--- config.mk ---
export PLATFORM = sky130hd
export DESIGN_NAME = mem_port_arbiter
export DESIGN_NICKNAME = d
export VERILOG_FILES = /design/src/rtl/mem_port_arbiter.sv
export SDC_FILE = /design/constraint.sdc
export NUM_CORES = 1
export LEC_CHECK = 0
export CORE_UTILIZATION = 46
export CTS_CLUSTER_DIAMETER = 50
export CTS_CLUSTER_SIZE = 12
export DETAILED_ROUTE_END_ITERATION = 7
export PLACE_DENSITY = 0.74
export SETUP_SLACK_MARGIN = 0.4
export SLEW_MARGIN = 0
export SYNTH_ARGS = -nofsm -noshare
export SYNTH_HDL_FRONTEND = slang
export SYNTH_SLANG_ARGS = --single-unit
--- constraint.sdc ---
create_clock -name i_clk -period 2.1 [get_ports i_clk]
set_input_delay 0.42 -clock i_clk [delete_from_list [all_inputs] [get_ports i_clk]]
set_output_delay 0.42 -clock i_clk [all_outputs]
set_load 0.02 [all_outputs]
--- src/rtl/mem_port_arbiter.sv ---
// mem_port_arbiter
//   Round-robin arbiter and access sequencer for the processor's single shared
//   memory port. Three requesters (0 = fetch, 1 = load/store, 2 = vector DMA)
//   compete for the port. The winner's index drives the 2-bit select of the
//   3:1 address/data muxes (2'b11 = nobody, muxes output zero). Each access is
//   started with a one-cycle pulse, completed by the memory's done pulse or
//   aborted by a watchdog, and closed with a one-cycle ack to the winner.
//
// Ports
//   i_clk        single clock, all state on the rising edge
//   i_rst        synchronous active-high reset
//   i_req        i_req[i]=1: requester i wants the port, held until o_ack[i]
//   i_mem_done   one-cycle pulse from memory: current access complete
//   o_mux_sel    select for the shared 3:1 muxes, 2'b11 when no grant
//   o_mem_start  one-cycle pulse: access begins, o_mux_sel valid
//   o_ack        one-cycle pulse to the granted requester at completion/abort
//   o_timeout    one-cycle pulse, coincident with o_ack, when access aborted
//   o_busy       high while an access is in progress
module mem_port_arbiter #(
    parameter int NREQ    = 3,
    parameter int TIMEOUT = 15
) (
    input  logic            i_clk,
    input  logic            i_rst,
    input  logic [NREQ-1:0] i_req,
    input  logic            i_mem_done,
    output logic [1:0]      o_mux_sel,
    output logic            o_mem_start,
    output logic [NREQ-1:0] o_ack,
    output logic            o_timeout,
    output logic            o_busy
);

    localparam int                CNT_W      = (TIMEOUT < 1) ? 1 : $clog2(TIMEOUT + 1);
    localparam logic [CNT_W-1:0]  CNT_LAST   = CNT_W'(TIMEOUT - 1);
    localparam bit                WATCHDOG_ON = (TIMEOUT != 0);

    typedef enum logic {
        ST_IDLE,
        ST_BUSY
    } state_t;

    state_t            r_state;
    logic [1:0]        r_mux_sel;
    logic              r_mem_start;
    logic [NREQ-1:0]   r_ack;
    logic              r_timeout;
    logic              r_busy;
    logic [CNT_W-1:0]  r_cnt;
    logic [1:0]        r_last;

    state_t            w_state_next;
    logic [1:0]        w_mux_sel_next;
    logic              w_mem_start_next;
    logic [NREQ-1:0]   w_ack_next;
    logic              w_timeout_next;
    logic              w_busy_next;
    logic [CNT_W-1:0]  w_cnt_next;
    logic [1:0]        w_last_next;
    logic [1:0]        w_grant;
    logic              w_grant_valid;
    logic [NREQ-1:0]   w_ack_onehot;
    logic              w_expire;

    // Round-robin pick: search starts one past the last requester served,
    // so the most recently served requester has the lowest priority.
    always_comb begin
        w_grant       = 2'd0;
        w_grant_valid = |i_req;
        case (r_last)
            2'd0: begin
                if      (i_req[1]) w_grant = 2'd1;
                else if (i_req[2]) w_grant = 2'd2;
                else               w_grant = 2'd0;
            end
            2'd1: begin
                if      (i_req[2]) w_grant = 2'd2;
                else if (i_req[0]) w_grant = 2'd0;
                else               w_grant = 2'd1;
            end
            default: begin
                if      (i_req[0]) w_grant = 2'd0;
                else if (i_req[1]) w_grant = 2'd1;
                else               w_grant = 2'd2;
            end
        endcase
    end

    // The held mux select identifies the current owner, so it also
    // tells us which ack line to pulse at the end of the access.
    always_comb begin
        w_ack_onehot = '0;
        case (r_mux_sel)
            2'd0:    w_ack_onehot = 3'b001;
            2'd1:    w_ack_onehot = 3'b010;
            2'd2:    w_ack_onehot = 3'b100;
            default: w_ack_onehot = '0;
        endcase
        w_expire = WATCHDOG_ON && (r_cnt == CNT_LAST);
    end

    // State register plus every registered output. Reset wins over
    // everything, including an access in flight, which is dropped silently.
    always_ff @(posedge i_clk) begin
        if (i_rst) begin
            r_state     <= ST_IDLE;
            r_mux_sel   <= 2'b11;
            r_mem_start <= 1'b0;
            r_ack       <= '0;
            r_timeout   <= 1'b0;
            r_busy      <= 1'b0;
            r_cnt       <= '0;
            r_last      <= 2'd2;
        end else begin
            r_state     <= w_state_next;
            r_mux_sel   <= w_mux_sel_next;
            r_mem_start <= w_mem_start_next;
            r_ack       <= w_ack_next;
            r_timeout   <= w_timeout_next;
            r_busy      <= w_busy_next;
            r_cnt       <= w_cnt_next;
            r_last      <= w_last_next;
        end
    end

    // Next state: leave IDLE on any request, leave BUSY on done or watchdog.
    always_comb begin
        w_state_next = r_state;
        case (r_state)
            ST_IDLE: if (w_grant_valid)         w_state_next = ST_BUSY;
            ST_BUSY: if (i_mem_done || w_expire) w_state_next = ST_IDLE;
            default:                             w_state_next = ST_IDLE;
        endcase
    end

    // Next values of the registered outputs. A done pulse takes priority
    // over the watchdog firing in the same cycle. Request changes during
    // BUSY are not looked at, so the select stays frozen for the access.
    always_comb begin
        w_mux_sel_next   = 2'b11;
        w_mem_start_next = 1'b0;
        w_ack_next       = '0;
        w_timeout_next   = 1'b0;
        w_busy_next      = 1'b0;
        w_cnt_next       = r_cnt;
        w_last_next      = r_last;
        case (r_state)
            ST_IDLE: begin
                if (w_grant_valid) begin
                    w_mux_sel_next   = w_grant;
                    w_mem_start_next = 1'b1;
                    w_busy_next      = 1'b1;
                    w_cnt_next       = '0;
                end
            end
            ST_BUSY: begin
                if (i_mem_done) begin
                    w_ack_next  = w_ack_onehot;
                    w_last_next = r_mux_sel;
                end else if (w_expire) begin
                    w_ack_next     = w_ack_onehot;
                    w_last_next    = r_mux_sel;
                    w_timeout_next = 1'b1;
                end else begin
                    w_mux_sel_next = r_mux_sel;
                    w_busy_next    = 1'b1;
                    w_cnt_next     = (r_cnt == {CNT_W{1'b1}}) ? r_cnt : r_cnt + 1'b1;
                end
            end
            default: begin
            end
        endcase
    end

    assign o_mux_sel   = r_mux_sel;
    assign o_mem_start = r_mem_start;
    assign o_ack       = r_ack;
    assign o_timeout   = r_timeout;
    assign o_busy      = r_busy;

endmodule

==> results.md <==
- Status: finished clean
- Dpl hpwl: 883 microns
- First-pass GRT wire length: 2080 microns
- Mapped Nets: 74
- Sequential-to-total area share from yosys stat: 46.5%
- Pins over their slew limit: 0
- Slew @ Worst Pin: 341 ps
- Gr busiest metal: met2
- CP Launch Type: register
- FP Rows: 12
- Max Freq: 0.584 GHz
- Placed insts: 94
- PwrDens: 652 nW/um^2
- Final worst slack: 388 ps
- Synth top area cells: dfxtp_1, a21oi_1, nor4b_1
- Skew-Pair Late Insertion Delay: 270 ps
- FF+latch count, synth: 14
- Initial antenna violation count: 0
- Number of distinct library cells after synthesis: 26
- Clock buffer depth: 2
- Clk slew on worst S/H paths: 90 ps
- Slew Limit Headroom: 77.2%
- VDD IR-drop max: 0.486 mV
- Tot GR Track Use: 21.2%
- Crit path max fanout: 4
- Initial Utilization: 52.2%
- Critical path type: register to register
- Total gr overflow: 0
- Setup_tns: 0 ps
- Final Hold Viols: 0
- Hold_buf cts: 0
- ANT nets after route: 0
- Synth Warn #: 0
- Detailed-route DRC error count: 0
- Finished Layout Cells: 102
- CTS buffer count: 3
- I/O pin count: 14
- Reg2reg path depth: 6
- Syn Area/Cell: 9.14 sq um
- Final setup viols: 0
- Clock root buffer master: clkbuf_4
- Leakage: 0.349 nW
- Die Area: 1460 sq um
- Met2 Track Usage GR: 35.6%
- Die X: 38.2 microns
- Core area: 1160 sq um
- Reg2Reg Setup Slack: 390 ps
- Diode count: 0
- Final Skew: 1.57 ps
- Grt met3 use: 3.49%
- Max-Cap Viols: 0
- First-pass DRT Iterations: 4
- Pwr Total: 0.571 mW
- Tmin final: 1710 ps
- Placement Setup Slack: 146 ps
- Iter 0 DRT Violations: 9
- H-tree Lvls: 1
- Nature of the critical path endpoint: register
- RSZ-0062 raised after global routing: true
- Routability cong.: 0.834
- GR met1 Demand/Resource: 26.9%
- Routed via count: 547
- Mapped Cells: 66
- Die height: 38.2 microns
- Layout cells sized above 1: 26.1%
- Req. time, crit path: 2300 ps
- TritonCTS clock tree: yes
- R2r endpoint: r_cnt[0]
- Via density: 5.36
- Hold Path End: r_last[0]
- Hold Crit Depth: 2
- PortBufs: 13
- Clock sinks: 14
- Nets@finish: 97
- HP Class: register to register
- Period utilization: 81.5%
- Area growth syn-to-layout: 45.0%
- Post-Route WL: 1390 microns
- Vias in the first global route: 489
- Cell Area, Synth: 603 sq um
- R2R Path Start: r_cnt[0]
- Hold wc startpoint: r_last[0]
- Synth area leader: dfxtp_1
- Largest net degree at the start of global routing: 9
- WP data arrival: 1910 ps
- Avg WL per Cell: 13.6 microns
- Share of the synthesized area in the top cell type: 46.5%
cell usage after synthesis:
cell type,number
nor4_1,1
o21a_1,1
or4_1,1
inv_2,1
or3_4,1
o31ai_1,1
nor2_1,5
nor4b_1,3
or3_1,3
a21oi_1,6
nand3_1,1
a22o_2,1
mux2i_1,2
nand2_1,6
inv_1,2
o21ai_0,3
nand3b_1,2
o22ai_1,1
dfxtp_1,14
a21boi_1,1
a211oi_1,1
ha_1,2
and3_1,2
o21bai_1,2
clkbuf_1,1
nand2b_1,2
cells by family (layout without fill, tap and decap cells):
| group | Yosys count | count (layout) | synth area share, % |
|---|---|---|---|
| mux | 2 | 2 | 3.32 |
| fa+ha+maj | 2 | 2 | 4.15 |
| flops | 14 | 14 | 46.5 |
| buf+inv | 4 | 26 | 2.49 |
| compound gates | 17 | 17 | 17.6 |
| simple gates | 27 | 27 | 25.9 |
cells in the final DEF, fill, tap and decap left out, types with 2 or more instances in the layout:
master           netlist  final
nor4b_1                3      3
buf_4                  0      6
mux2i_1                2      2
clkbuf_4               0      3
a21oi_2                0      2
nand3b_1               2      2
and3_4                 0      2
nand2b_1               2      2
clkdlybuf4s50_1        0     10
o21ai_0                3      3
or3_4                  1      3
o21bai_1               2      2
nor2_1                 5      5
dlygate4sd2_1          0      3
nand2_1                6      6
dfxtp_1               14     12
a21oi_1                6      4
inv_2                  1      2
dfxtp_2                0      2
worst max-delay path by stage:
stage                     to      from
CTS                 r_cnt[3]  r_cnt[0]
finish              r_cnt[0]  r_cnt[0]
detailed placement  r_cnt[3]  i_req[0]
global route        r_cnt[0]  r_cnt[0]
floorplan           r_cnt[3]  r_cnt[0]
global placement    r_cnt[3]  i_req[0]
state kept, by name, summed over array words and instances, names as in the netlist:
name,count
o_ack,3
o_busy,1
o_mem_start,1
o_mux_sel,2
o_timeout,1
r_cnt,4
r_last,2
repair_timing:
action	CTS	global route
resized for setup	5	10
setup endpoints to repair	6	3
pin swaps	3	6
setup buffers	3	1
worst max-delay path, stage by stage (launching register included):
cell,delay (ps)
dfxtp_2,370
inv_2,60
ha_4,150
and3_4,180
or3_4,350
or3_4,400
a21oi_2,140
stage by stage:
step	cell area, sq um	util, %	hold WS [ps]
floorplan	603	-	444
global placement	762	65.9	457
detailed placement	762	65.9	475
CTS	823	71.2	485
global route	875	75.6	502
finish	875	75.6	479
per-layer routing:
metal | wire (microns) | share of wire [%] | vias up
li1 | - | - | 283
met1 | 610 | 44 | 248
met2 | 725 | 52 | 16
met3 | 49 | 3.5 | 0
met4 | 0 | 0 | 0
met5 | 0 | 0 | -
layout make-up:
class | count | area [sq um]
multi-input combinational | 48 | 355
inverter | 3 | 11.3
clock buffer | 4 | 36.3
timing repair buffer | 19 | 171
fill | 87 | 282
sequential | 14 | 283
tap | 14 | 17.5
power breakdown:
| part | total [mW] | switching, mW | internal, mW |
|---|---|---|---|
| clock network | 0.191 | 0.0859 | 0.105 |
| logic | 0.0888 | 0.0436 | 0.0452 |
| registers | 0.291 | 0.0137 | 0.277 |
Power figures use the tool's default switching activity.
